## config.mk

```make
export PLATFORM = sky130hd
export DESIGN_NAME = bus_sequencer
export DESIGN_NICKNAME = d
export VERILOG_FILES = /design/src/rtl/bus_sequencer_pkg.sv /design/src/rtl/bus_region_decode.sv /design/src/rtl/bus_sequencer.sv
export SDC_FILE = /design/constraint.sdc
export NUM_CORES = 1
export LEC_CHECK = 0
export BUFFER_PORTS_ARGS = -buffer_cell sky130_fd_sc_hd__buf_2
export CAP_MARGIN = 40
export CORE_MARGIN = 1.5
export CORE_UTILIZATION = 52
export CTS_CLUSTER_DIAMETER = 30
export DETAILED_ROUTE_END_ITERATION = 12
export PLACE_DENSITY_LB_ADDON = 0.15
export SYNTH_ARGS = -nofsm -noshare
export SYNTH_HDL_FRONTEND = slang
export SYNTH_SLANG_ARGS = --single-unit
```

## constraint.sdc

```tcl
create_clock -name clock -period 11.19 [get_ports clock]
set_input_delay 3.357 -clock clock [delete_from_list [all_inputs] [get_ports clock]]
set_output_delay 3.357 -clock clock [all_outputs]
set_load 0.02 [all_outputs]
```

## src/rtl/bus_sequencer_pkg.sv

```systemverilog
// Shared types and constants for the bus sequencer and the memory-map region decode.
package bus_sequencer_pkg;

    localparam int unsigned ADDR_W = 30;
    localparam int unsigned DATA_W = 32;
    localparam int unsigned STRB_W = 4;

    localparam logic [3:0] REGION_NIB_ROM = 4'h0;
    localparam logic [3:0] REGION_NIB_RAM = 4'h1;
    localparam logic [3:0] REGION_NIB_IO  = 4'hF;

    typedef enum logic [1:0] {
        IDLE,
        ACCESS,
        DONE
    } t_bus_state;

    typedef enum logic [1:0] {
        REGION_ROM,
        REGION_RAM,
        REGION_IO,
        REGION_NONE
    } t_bus_region;

    // Request payload captured on accept and replayed onto the memory bus.
    typedef struct packed {
        logic [ADDR_W-1:0] addr;
        logic [DATA_W-1:0] data;
        logic [STRB_W-1:0] strobes;
        logic              write;
    } t_bus_req;

    function automatic int unsigned max3(input int unsigned a, input int unsigned b,
                                         input int unsigned c);
        int unsigned m;
        m = (a > b) ? a : b;
        return (m > c) ? m : c;
    endfunction

    // Counter width able to hold max_val, never narrower than one bit.
    function automatic int unsigned cnt_width(input int unsigned max_val);
        return (max_val < 2) ? 1 : $clog2(max_val + 1);
    endfunction

endpackage

```

## src/rtl/bus_region_decode.sv

```systemverilog
// Maps the top address nibble onto a bus region; shared with the memory map.
module bus_region_decode
    import bus_sequencer_pkg::*;
(
    input  logic [3:0]  nibble_i,
    output t_bus_region region_o
);

    always_comb begin
        region_o = REGION_NONE;
        case (nibble_i)
            REGION_NIB_ROM: region_o = REGION_ROM;
            REGION_NIB_RAM: region_o = REGION_RAM;
            REGION_NIB_IO:  region_o = REGION_IO;
            default:        region_o = REGION_NONE;
        endcase
    end

endmodule

```

## src/rtl/bus_sequencer.sv

```systemverilog
// Runs one timed memory/IO cycle per request from businterface and reports
// completion or bus error; sole driver of the external memory strobes.
module bus_sequencer
    import bus_sequencer_pkg::*;
#(
    parameter int unsigned ROM_WAITS  = 0,
    parameter int unsigned RAM_WAITS  = 1,
    parameter int unsigned IO_TIMEOUT = 15
) (
    input  logic        clock,
    input  logic        reset,
    input  logic [31:2] businterface_address,
    input  logic [31:0] businterface_data_out,
    input  logic [3:0]  businterface_data_strobes,
    input  logic        businterface_read,
    input  logic        businterface_write,
    input  logic        businterface_error,
    output logic [31:0] businterface_data_in,
    output logic        bus_done,
    output logic        bus_error,
    output logic [31:2] mem_address,
    output logic [31:0] mem_data_out,
    output logic [3:0]  mem_strobes,
    output logic        mem_read,
    output logic        mem_write,
    output logic        rom_cs,
    output logic        ram_cs,
    output logic        io_cs,
    input  logic [31:0] mem_data_in,
    input  logic        io_ack
);

    localparam int unsigned MAX_WAIT = max3(ROM_WAITS, RAM_WAITS, IO_TIMEOUT);
    localparam int unsigned CNT_W    = cnt_width(MAX_WAIT);

    t_bus_state         state_q;
    t_bus_region        region_q;
    t_bus_req           req_q;
    logic [CNT_W-1:0]   wait_q;
    logic [DATA_W-1:0]  rdata_q;
    logic [STRB_W-1:0]  strobes_q;
    logic               done_q;
    logic               error_q;
    logic               mem_read_q;
    logic               mem_write_q;
    logic               rom_cs_q;
    logic               ram_cs_q;
    logic               io_cs_q;

    t_bus_region        region_c;
    logic               req_valid_c;
    logic               req_err_c;
    logic [CNT_W-1:0]   wait_load_c;
    logic               finish_c;
    logic               fail_c;

    bus_region_decode u_region_decode (
        .nibble_i (businterface_address[31:28]),
        .region_o (region_c)
    );

    // Request qualification and wait-counter preload for the IDLE accept.
    always_comb begin
        req_valid_c = businterface_read | businterface_write;
        req_err_c   = (businterface_read & businterface_write)
                    | businterface_error
                    | (region_c == REGION_NONE)
                    | ((region_c == REGION_ROM) & businterface_write);
        wait_load_c = '0;
        case (region_c)
            REGION_ROM: wait_load_c = CNT_W'(ROM_WAITS);
            REGION_RAM: wait_load_c = CNT_W'(RAM_WAITS);
            REGION_IO:  wait_load_c = CNT_W'(IO_TIMEOUT);
            default:    wait_load_c = '0;
        endcase
    end

    // ACCESS exit: memory ends on counter expiry, IO on ack or timeout (ack wins).
    always_comb begin
        finish_c = 1'b0;
        fail_c   = 1'b0;
        if (region_q == REGION_IO) begin
            if (io_ack) begin
                finish_c = 1'b1;
            end else if (wait_q == '0) begin
                finish_c = 1'b1;
                fail_c   = 1'b1;
            end
        end else if (wait_q == '0) begin
            finish_c = 1'b1;
        end
    end

    always_ff @(posedge clock or posedge reset) begin
        if (reset) begin
            state_q     <= IDLE;
            region_q    <= REGION_NONE;
            req_q       <= '0;
            wait_q      <= '0;
            rdata_q     <= '0;
            strobes_q   <= '0;
            done_q      <= 1'b0;
            error_q     <= 1'b0;
            mem_read_q  <= 1'b0;
            mem_write_q <= 1'b0;
            rom_cs_q    <= 1'b0;
            ram_cs_q    <= 1'b0;
            io_cs_q     <= 1'b0;
        end else begin
            case (state_q)
                IDLE: begin
                    if (req_valid_c) begin
                        req_q.addr    <= businterface_address;
                        req_q.data    <= businterface_data_out;
                        req_q.strobes <= businterface_data_strobes;
                        req_q.write   <= businterface_write;
                        region_q      <= region_c;
                        wait_q        <= wait_load_c;
                        if (req_err_c) begin
                            state_q <= DONE;
                            done_q  <= 1'b1;
                            error_q <= 1'b1;
                        end else begin
                            state_q     <= ACCESS;
                            strobes_q   <= businterface_data_strobes;
                            mem_read_q  <= businterface_read;
                            mem_write_q <= businterface_write;
                            rom_cs_q    <= (region_c == REGION_ROM);
                            ram_cs_q    <= (region_c == REGION_RAM);
                            io_cs_q     <= (region_c == REGION_IO);
                        end
                    end
                end
                ACCESS: begin
                    if (finish_c) begin
                        state_q     <= DONE;
                        done_q      <= 1'b1;
                        error_q     <= fail_c;
                        strobes_q   <= '0;
                        mem_read_q  <= 1'b0;
                        mem_write_q <= 1'b0;
                        rom_cs_q    <= 1'b0;
                        ram_cs_q    <= 1'b0;
                        io_cs_q     <= 1'b0;
                        if (!fail_c && !req_q.write) begin
                            rdata_q <= mem_data_in;
                        end
                    end else begin
                        wait_q <= wait_q - CNT_W'(1);
                    end
                end
                DONE: begin
                    state_q <= IDLE;
                    done_q  <= 1'b0;
                    error_q <= 1'b0;
                end
                default: begin
                    state_q <= IDLE;
                end
            endcase
        end
    end

    assign businterface_data_in = rdata_q;
    assign bus_done             = done_q;
    assign bus_error            = error_q;
    assign mem_address          = req_q.addr;
    assign mem_data_out         = req_q.data;
    assign mem_strobes          = strobes_q;
    assign mem_read             = mem_read_q;
    assign mem_write            = mem_write_q;
    assign rom_cs               = rom_cs_q;
    assign ram_cs               = ram_cs_q;
    assign io_cs                = io_cs_q;

endmodule

```

## Yosys cells after proc, flatten, opt, wreduce, memory -nomap -nowiden

Index checks and enable logic that the tools add are counted.

- Equality and inequality tests: 13
- Div/mod/pow operators: 0
- Reductions and logical operators: 15
- Add/subtract/negate cells: 1
- Multipliers: 0
- Magnitude comparators: 0
- Muxes and demuxes: 40
- Shift operators: 0
- Bitwise gates (word level): 6

Operators by type and width:

| cell | count |
|---|---|
| case mux 4 bit (2 select lines) | 3 |
| 2-to-1 mux 1 bit | 20 |
| 2-to-1 mux 4 bit | 5 |
| inequality test 2 bit, second input constant | 5 |
| case mux 1 bit (2 select lines) | 5 |
| == test 2 bit, second input constant | 4 |
| zero test 4 bit | 2 |
| AND reduction 4 bit | 2 |
| 2-to-1 mux 2 bit | 3 |
| case mux 1 bit (3 select lines) | 2 |
| case mux 2 bit (3 select lines) | 1 |
| AND reduction 3 bit | 2 |
| == test 2 x 1 -> 1 bit, second input constant | 2 |
| == test 4 x 1 -> 1 bit, second input constant | 1 |
| == test 4 bit, second input constant | 1 |
| zero test 2 bit | 2 |
| OR 1 bit | 4 |
| case mux 2 bit (2 select lines) | 1 |
| AND reduction 2 bit | 2 |
| subtractor 4 x 1 -> 4 bit, second input constant | 1 |
| nonzero test 3 bit | 1 |
| bitwise AND 1 bit | 2 |
| zero test 1 bit | 2 |
| nonzero test 2 bit | 1 |
| logical AND 1 bit | 1 |

- Bits in registers: 114
- Bits in writable memories: 0
- Bits of input ports: 104
- Logic and storage cells: 90
- Bits in latches: 0
- Memories: 0
- ROM bits: 0

## Logic depth before layout (Yosys ltp)

- Depth in word-level cells: 8
- Mapped depth: 9

## Cells and area by module

A second synthesis with hierarchy kept.

- Cells, all modules: 489
- Area, all modules: 5011.1 um^2

By module, submodules not included:

| module | sequential area each (um^2) | cells an instance | times used | area each (um^2) |
|---|---|---|---|---|
| bus_sequencer | 2855.2 | 486 | 1 | 4986.0 |
| bus_region_decode | 0.0 | 3 | 1 | 25.0 |

## Least setup slack after synthesis

No wires, ideal clock.

- Kind: in2reg
- Start: input businterface_address[29] (netlist name)
- End: register io_cs_q, in the netlist io_cs
- Slack: 6325 ps
- Buffers on the path: 1
- Data required time: 11069 ps
- Cell stages on the path: 9
- Library setup time: 121 ps
- Data arrival time: 4744 ps
- Cell sequence: nor3_1 nand2_1 ha_1 o41ai_2 nor2b_1 o21ai_2 a21bo_1 buf_6 a22o_1

- Cells in the longest elaborated chain, start to end: 7
- Elaborated cells between the ends (all ways): 15

Ends and longest elaborated chain:

| what | RTL line | RTL |
|---|---|---|
| start, declared | bus_sequencer.sv:12 | `input logic [31:2] businterface_address,` |
| == test 4 bit (tied with other cells) | bus_region_decode.sv:11 | `case (nibble_i)` |
| case mux 2 bit (3 select lines) (*) | bus_region_decode.sv:11 |  |
| == test 2 bit / zero test 2 bit (equally long branches) | bus_sequencer.sv:67, bus_sequencer.sv:68 |  |
| OR 1 bit / bitwise AND 1 bit (equally long branches) | bus_sequencer.sv:67, bus_sequencer.sv:68 |  |
| OR 1 bit | bus_sequencer.sv:68 | `\| ((region_c == REGION_ROM) & businterface_write);` |
| inequality test 2 bit (no source line) | - |  |
| AND reduction 4 bit (no source line) | - |  |
| end signal, assigned | bus_sequencer.sv:130 | `io_cs_q <= (region_c == REGION_IO);` |
| end, declared | bus_sequencer.sv:48 | `logic io_cs_q;` |

Every way passes the cells marked *; elsewhere a longest branch is shown, timed or not. The select of a mux whose other input is x is not followed.
A chain may end at the register's enable or synchronous reset.

## Final worst setup path

- Start: input businterface_address[29] (netlist name)
- End: register ram_cs_q, in the netlist ram_cs

- Cells in the longest elaborated chain, start to end: 7
- Elaborated cells between the ends (all ways): 15

Ends and longest elaborated chain:

| what | RTL line | RTL |
|---|---|---|
| == test 4 bit (tied with other cells) | bus_region_decode.sv:11 |  |
| case mux 2 bit (3 select lines) (*) | bus_region_decode.sv:11 |  |
| == test 2 bit / zero test 2 bit (equally long branches) | bus_sequencer.sv:67, bus_sequencer.sv:68 |  |
| OR 1 bit / bitwise AND 1 bit (equally long branches) | bus_sequencer.sv:67, bus_sequencer.sv:68 |  |
| OR 1 bit | bus_sequencer.sv:68 |  |
| inequality test 2 bit (no source line) | - |  |
| AND reduction 4 bit (no source line) | - |  |
| end signal, assigned | bus_sequencer.sv:129 | `ram_cs_q <= (region_c == REGION_RAM);` |
| end, declared | bus_sequencer.sv:47 | `logic ram_cs_q;` |

Marked as above.

==> summary.txt <==
GRT
  – Largest net degree at the start of global routing: 66
  – All-Layer GR Usage: 0.2000
  – Initial antenna violation count: 0
  – First-pass GRT wire length: 15.50 mm
  – Grt total ovfl: 0
  – Number of global-route vias before repair: approximately 3200

Cells and area
  – Share of layout cells above drive strength 1: 0.6437
  – Non-Filler Instances: 665
  – Fin nets: approximately 630
  – Final core area utilization: 0.6818
  – N_diodes: 0
  – Area delta synth->final: 26.79%

Power
  – Peak supply drop: 0.1213 mV
  – LEAKAGE: 3.228 nW
  – Pwr/cell area: 271.2 nW/um2

Routing
  – Post-DR vias/cell: 4.907
  – DR vias: 3263
  – Final WL: 10.02 mm
  – Drt pass-1 iters: 4
  – Iteration-0 DRC Markers: 60
  – Wire per inst: 15.06 um
  – Antenna Violating Nets Remaining: 0
  – DRC viols: 0

Critical path
  – Slowest cell delay on critical path: between 0.3 and 0.4 ns
  – CP Buf/Inv Count: 1
  – Critical path class: input pin to flip-flop
  – Delay-heaviest family, CP: compound AO/OA/AOI/OAI gates
  – Critical Path Start Type: input pin
  – Crit-path cells: buf_2 > nor3_1 > nand2_1 > ha_1 > o31ai_1 > o21ai_0 > o21ai_2 > a21bo_1 > a22o_1
  – Worst EP required: 11.63 ns
  – Crit path DAT: 5.20 ns
  – Slowest library cell on the worst path: a21bo_1
  – CP Max Fanout: 9
  – Critical Path End Type: flip-flop

Timing
  – Worst hold slack: 0.4843 ns
  – Clk_skew: ~0.0056 ns
  – Crit path time final: 4.765 ns
  – Setup violations, final: 0
  – Slew HR: 0.4675
  – RSZ-0062 raised after global routing: false
  – Setup TNS: 0 ns
  – Final slew viol count: 0
  – Worst Tran Pin Value: about 0.80 ns
  – Fmax: 209.9 MHz
  – Fin. Hold Viols: 0
  – Fin crit share: 0.4258

Floorplan
  – CORE AREA: 9284 um2
  – # rows: 35
  – Total die area: 10200 um2
  – Ports: 209
  – Initial Utilization: 0.5377
  – Die W: 101.0 um
  – Die height: 101.0 um

Clock tree
  – Clock Root Buffer: clkbuf_8
  – CTS tree: done
  – CTS H-Tree Depth: 4
  – Clock Latency Late Sink: 0.50 ns
  – Clock sink count: 114
  – Resized Gates After CTS: 0
  – Post-CTS Setup Repair Bufs: 0
  – TritonCTS Buffers: 17
  – CTS clk-pin slew, worst paths: 0.06 ns
  – Post-CTS Hold Buffers: 0
  – Clock buffer depth: 2

Place
  – GPL Wtd Cong: 0.8379
  – DPL Wire Length: about 7.3 mm
  – Port bufs: 208
  – Placed Cells: 633

Logic synthesis
  – Seq/Total Area, Yosys: 0.5719
  – Syn nets: 476
  – Post-Syn Area: 4992 um2
  – Syn Inst Count: around 370
  – Number of distinct library cells after synthesis: 40
  – Flop and latch count out of synthesis: 114
  – Synthesized area per cell: about 14 um2
  – Yosys synthesis warning count: 0

Run status
  – Outcome: completed

Job
  – Max-cap violation count: 0

Min path
  – Hold WC Path Type: flip-flop to flip-flop
-- power by group --
part	switching [mW]	internal, mW
Sequential	0.0684	0.549
Combinational	0.311	0.225
Clock	0.192	0.370
Total	0.572	1.14
-- stage by stage --
step | worst slack [ns] | area [um2] | power [mW]
after floorplan | 4.821 | 4992 | 1.073
after global placement | 6.014 | 5695 | 1.153
after detailed placement | 5.951 | 5695 | 1.167
after CTS | 6.466 | 6330 | 1.737
after global routing | 6.224 | 6330 | 1.803
final | 6.425 | 6330 | 1.717
-- sequential cells by signal (all words and copies together), names as in the netlist, 2 cells and up --
register and flops:
businterface_data_in 32, mem_data_out 32, mem_address 30, mem_strobes 4, wait_q 4, region_q 2
state_q 2
-- cell usage after synthesis --
cell type	number	area [um2]
ha_1	4	50.05
a21oi_1	5	25.02
and3b_1	1	8.760
nor2_2	1	6.260
o21ai_2	1	8.760
inv_1	6	22.52
nor2b_1	1	6.260
nor3_1	5	25.02
o22ai_1	1	6.260
nor3_2	1	10.01
a21bo_1	1	10.01
a22oi_1	1	7.510
nor2_1	10	37.54
mux2_2	92	1036
o21a_1	3	22.52
o41ai_2	1	16.27
a21oi_2	1	8.760
buf_6	1	11.26
o21ai_0	8	40.04
nor3b_1	2	15.01
dfrtp_1	112	2803
dfstp_2	2	52.55
a2bb2oi_1	1	8.760
clkbuf_1	1	3.750
o31ai_1	1	7.510
nand2b_1	3	18.77
nand3_1	1	5.000
nand4_1	1	6.260
o2bb2ai_1	2	17.52
buf_2	11	55.05
a22o_1	6	52.55
a32o_1	1	10.01
or3_1	2	12.51
nand2_1	8	30.03
a211oi_1	2	15.01
mux2_1	2	22.52
a21o_1	1	7.510
buf_4	62	465.5
nor3b_2	1	12.51
a31oi_1	2	12.51
-- per-layer routing --
layer | up-vias | track usage | share of wire | routed length [um]
met5 | - | 0 | 0 | 0
met4 | 0 | 0.08868 | 0.013 | 131
met3 | 12 | 0.05270 | 0.066 | 664
met2 | 129 | 0.3347 | 0.51 | 5159
met1 | 1581 | 0.2441 | 0.41 | 4062
li1 | 1541 | - | - | -
-- worst register-to-register path, stage by stage (launching register included) --
cell     delay [ns]
dfrtp_1        0.51
nor3_1         0.14
nor3_2         0.11
buf_4          0.65
a21oi_1        0.28
or3_1          0.40
o21ai_0        0.09
-- layout by cell type (no fill, tap or decap), types with 3 or more instances in the layout --
master and n:
buf_2 208, dfrtp_1 112, mux2_2 92, clkbuf_16 16
nor2_1 10, o21ai_0 8, nand2_1 8, a22o_1 6
clkinv_4 6, inv_1 5, a21oi_1 5, nor3_1 4
ha_1 4, bufinv_16 4, nand2b_1 3, o21a_1 3
clkinvlp_4 3, buf_4 3
-- cell type report --
type | instances | area [um2]
tap | 129 | 161.4
clock buffer | 18 | 427.9
inverter | 6 | 25.02
clock inverter | 14 | 206.4
timing repair buffer | 211 | 1064
sequential | 114 | 2855
fill | 724 | 2954
multi-input combinational | 173 | 1590
-- path summary, 6_finish.rpt --
kind	from	endpoint	slack (ns)	cells after the start
worst max-delay path	businterface_address[29]	ram_cs	6.43	9
worst min-delay path	businterface_data_in[28]	businterface_data_in[28]	0.48	1
worst max register to register	state_q[0]	wait_q[0]	8.93	6
worst min register to register	businterface_data_in[28]	businterface_data_in[28]	0.48	1
max in group asynchronous	reset	mem_data_out[2]	7.05	3
min in group asynchronous	reset	mem_address[20]	2.98	2
-- kinds of logic after synthesis --
group,after synthesis,synth area share
adders and majority gates,4,0.01003
muxes,94,0.2120
DFF,114,0.5719
buffers and inverters,81,0.1118
and+or+nand+nor,37,0.03885
AOI/OAI and AO/OA,38,0.05539
Note: power is estimated with default switching activity, not from simulation.
